### src/rtl/tbird_tail_lights.sv
// tbird_tail_lights: Thunderbird-style sequential turn and hazard tail-light controller
module tbird_tail_lights #(
  parameter int TICK_DIV = 8
) (
  input  logic clock,
  input  logic reset,
  input  logic right_button,
  input  logic left_button,
  input  logic hazard_button,
  output logic right_led1,
  output logic right_led2,
  output logic right_led3,
  output logic left_led1,
  output logic left_led2,
  output logic left_led3
);
  localparam int W = (TICK_DIV > 2) ? $clog2(TICK_DIV) : 1;
  localparam logic [W-1:0] LAST = W'(TICK_DIV - 1);
  typedef enum logic [2:0] {IDLE, R1, R2, R3, L1, L2, L3, HAZ} state_t;
  state_t state, next;
  logic [2:0] sync1, sync2;
  logic [W-1:0] count;
  logic tick, req_r, req_l, req_h;
  // requests are inverted before the synchronizer so a cleared flop reads as inactive
  always_ff @(posedge clock) begin
    if (!reset) begin
      sync1 <= '0;
      sync2 <= '0;
    end else begin
      sync1 <= ~{hazard_button, left_button, right_button};
      sync2 <= sync1;
    end
  end
  assign {req_h, req_l, req_r} = sync2;
  assign tick = count == LAST;
  // free-running prescaler producing one tick every TICK_DIV clocks
  always_ff @(posedge clock) begin
    if (!reset) count <= '0;
    else count <= tick ? '0 : count + 1'b1;
  end
  // state register
  always_ff @(posedge clock) begin
    if (!reset) state <= IDLE;
    else state <= next;
  end
  // next-state: sweeps step once per tick, hazard pre-empts a sweep
  always_comb begin
    next = state;
    if (tick) begin
      case (state)
        IDLE:    next = (req_h || (req_l && req_r)) ? HAZ : req_l ? L1 : req_r ? R1 : IDLE;
        R1:      next = req_h ? HAZ : R2;
        R2:      next = req_h ? HAZ : R3;
        R3:      next = req_h ? HAZ : IDLE;
        L1:      next = req_h ? HAZ : L2;
        L2:      next = req_h ? HAZ : L3;
        L3:      next = req_h ? HAZ : IDLE;
        default: next = IDLE;
      endcase
    end
  end
  assign right_led1 = state inside {R1, R2, R3, HAZ};
  assign right_led2 = state inside {R2, R3, HAZ};
  assign right_led3 = state inside {R3, HAZ};
  assign left_led1  = state inside {L1, L2, L3, HAZ};
  assign left_led2  = state inside {L2, L3, HAZ};
  assign left_led3  = state inside {L3, HAZ};
endmodule

### config.mk
export PLATFORM = sky130hd
export DESIGN_NAME = tbird_tail_lights
export DESIGN_NICKNAME = d
export VERILOG_FILES = /design/src/rtl/tbird_tail_lights.sv
export SDC_FILE = /design/constraint.sdc
export NUM_CORES = 1
export LEC_CHECK = 0
export CORE_AREA = 3 3 40 42
export DETAILED_ROUTE_END_ITERATION = 7
export DIE_AREA = 0 0 43 45
export GPL_TIMING_DRIVEN = 0
export PLACE_DENSITY_LB_ADDON = 0.1
export SYNTH_ARGS = -nofsm -noshare
export SYNTH_HDL_FRONTEND = slang
export SYNTH_SLANG_ARGS = --single-unit
### constraint.sdc
create_clock -name clock -period 3.43 [get_ports clock]
set_clock_uncertainty 0.2 [all_clocks]
set_input_delay 0.8575 -clock clock [delete_from_list [all_inputs] [get_ports clock]]
set_output_delay 0.8575 -clock clock [all_outputs]
set_load 0.05 [all_outputs]
==> flow_metrics.py <==
metrics = {
    "finish": {
        "fin_cells": 81,
        "post_route_cells_drive_above_1_share_pct": 12.1,
        "fillers": 135,
        "fin_nets": 75,
        "antennaDiodeCount": 0,
        "area_delta_synth_final_pct": 27.2,
        "fin_area_sq_um": 661,
    },
    "logic_synthesis": {
        "yosys_warnings": 0,
        "yosysMostFrequentCell": "dfxtp_1",
        "synth-seq-cells": 12,
        "synth.cell_area_sq_um": 519,
        "synth_top_area_share_pct": 46.3,
        "yosysSeqAreaShare_pct": 46.3,
        "netlist_instances": 53,
        "synthFlopType": "dfxtp_1",
        "yosys.area.top_type": "dfxtp_1",
        "yosys-top-cells-count": "dfxtp_1 (12), nor2b_1 (5), and2_1 (4), o21ai_0 (3)",
        "synth.distinct_cells": 25,
        "syn_nets": 60,
        "synth-edff-count": 0,
        "ys_async_sr_fraction_pct": 0,
        "synth_area_per_cell_sq_um": 9.80,
        "yosys-top-cells-area": "dfxtp_1 (46%), nor2b_1 (6.0%), and2_1 (4.8%)",
    },
    "floorplanning": {
        "start_util_pct": 40.4,
        "io_pins": 11,
        "num_rows": 13,
        "die_h_um": 45,
        "die_w_um": 43,
        "coreArea_sq_um": 1280,
        "die_area_sq_um": 1940,
    },
    "sta": {
        "drv_slew": 0,
        "max_slew_margin_pct": 67.2,
        "hold_viol_final": 0,
        "hold_ws_ns": 0.224,
        "rsz0062_at_grt": "false",
        "fmax_mhz": 325,
        "totalNegativeSetupSlack_ns": 0,
        "fin_crit_ns": 3.08,
        "setup-violations-final": 0,
        "timing.final.ws_setup_ns": 0.350,
        "finalCritPeriodShare_pct": 89.8,
        "worstMarginPinSlew_ns": 0.491,
    },
    "clocking": {
        "cts-root-buf": "clkbuf_4",
        "post-cts-setup-buffers": 0,
        "clock-sinks": 12,
        "htreeDepth": 1,
        "tritoncts": "built",
        "clk_pin_slew_worst_paths_ns": 0.06,
        "postCtsHoldBufs": 0,
        "clk-insertion-delay-late_ns": 0.26,
        "cts_buffers": 3,
        "cts_resized": 0,
        "clockBufferDepth": 2,
    },
    "drt": {
        "ant_nets": 0,
        "viasPerCell": 4.70,
        "wl_per_cell_um": 9.27,
        "routed_wl_um": 751,
        "dr.pass1.iters": 4,
        "via_count": 381,
        "drtIter0Drc": 6,
        "remaining_drc_errors": 0,
    },
    "global_routing": {
        "grt_pass1_vias": 318,
        "grt_max_degree": 11,
        "grt_pass1_wl_um": 1320,
        "antenna_found_initial": 0,
        "grt-ovfl-total": 0,
        "grt_use_total_pct": 9.30,
    },
    "pwr": {
        "swShare_pct": 19.2,
        "vdd_drop_max_v": 0.000194,
        "clkPwrFrac_pct": 32.1,
        "p_leak_uw": 0.000295,
        "power_density_nw_per_um2": 369,
        "p_sw_uw": 46.7,
        "comb_power_share_pct": 7.1,
        "internal-power_uw": 197,
        "power_frac_seq_pct": 60.7,
    },
    "worst_setup_path": {
        "cp.required_ns": 2.37,
        "start_kind": "register",
        "path_class": "register to output pin",
        "cp-end-kind": "output pin",
        "crit_arrival_ns": 2.02,
        "path_max_fanout": 6,
    },
    "min_path": {
        "hold_path_class": "register to register",
    },
    "placed_design": {
        "routabilityCongestion": 0.644,
        "dp_cells": 78,
        "place_hpwl_um": 544,
        "port_buffers": 10,
        "place_ws_ns": 0.619,
        "placed_cell_area_sq_um": 638,
    },
    "flow_run": {
        "maxCapViolCount": 0,
    },
    "status": {
        "status": "completed",
    },
}
==> final timing paths <==
| kind | slack (ns) | cells after the start | endpoint | from |
|---|---|---|---|---|
| min | 0.22 | 1 | count[0]$_SDFF_PP0_ | count[0]$_SDFF_PP0_ |
| min reg2reg | 0.22 | 1 | count[0]$_SDFF_PP0_ | count[0]$_SDFF_PP0_ |
| max | 0.35 | 2 | left_led1 | state[2]$_SDFFE_PN0P_ |
| max reg2reg | 1.86 | 6 | state[1]$_SDFFE_PN0P_ | count[0]$_SDFF_PP0_ |
==> cell families (layout without fill, tap and decap cells) <==
| group | after synthesis | count (layout) | share of synthesized area, % |
|---|---|---|---|
| compound gates | 13 | 13 | 19.0 |
| fa+ha+maj | 3 | 3 | 6.75 |
| buf+inv | 7 | 20 | 6.99 |
| flops | 12 | 12 | 46.3 |
| simple gates | 18 | 18 | 21.0 |
==> layout make-up <==
class	instances	area [sq um]	share of cell area, %
Buffer	5	28.8	4.36
Timing Repair Buffer	10	100	15.2
Tap cell	15	18.8	2.84
Clock buffer	3	22.5	3.41
Sequential cell	12	240	36.4
Multi-Input combinational cell	34	243	36.7
Inverter	2	7.51	1.14
==> cell usage in the layout, fill, tap and decap left out <==
cell             instances
clkdlybuf4s50_1         10
and3b_1                  2
clkbuf_2                 1
clkbuf_1                 1
a31oi_1                  2
a21o_1                   1
nand2_1                  2
a21bo_2                  1
clkbuf_4                 3
nor2_1                   2
ha_1                     2
o21ai_0                  3
inv_1                    2
or3_1                    1
a21boi_0                 2
maj3_1                   1
dfxtp_1                 12
buf_2                    2
a311oi_1                 1
nor3b_1                  1
o21a_1                   1
nor2b_1                  5
a41o_1                   1
dlygate4sd3_1            1
a211oi_2                 1
nand2b_1                 1
and2_1                   4
==> metal layers <==
| layer | routed length (um) | GRT usage [%] | up-vias | share of wire [%] |
|---|---|---|---|---|
| met1 | 391 | 12.0 | 161 | 52 |
| met5 | 0 | 0 | - | 0 |
| met3 | 56 | 3.59 | 2 | 7.5 |
| met2 | 293 | 13.2 | 12 | 39 |
| met4 | 8 | 5.42 | 0 | 1.1 |
| li1 | - | - | 206 | - |
==> worst max-delay path: stages (launching register included) <==
cell             delay, ns
dfxtp_1               0.41
dlygate4sd3_1         0.57
clkdlybuf4s50_1       0.79
==> power groups by stage <==
stage,clock network [uW],registers (uW),logic (uW)
5_1_grt,89.9,149,20.4
2_1_floorplan,0,151,10.7
4_1_cts,84.8,148,17.8
3_3_place_gp,0,151,17.4
3_5_place_dp,0,151,17.7
6_report,78.4,148,17.4
==> flip-flops by register name (all words and copies together) (netlist names) <==
signal and flops:
sync2 3, state 3, sync1 3, count 3
==> per-stage QoR <==
step,total power [uW],util [%]
after floorplan,162,-
after global placement,169,49.7
after detailed placement,169,49.7
after CTS,251,51.4
after global routing,259,51.4
final,244,51.4
No activity file was read; power rests on OpenSTA's default activity.
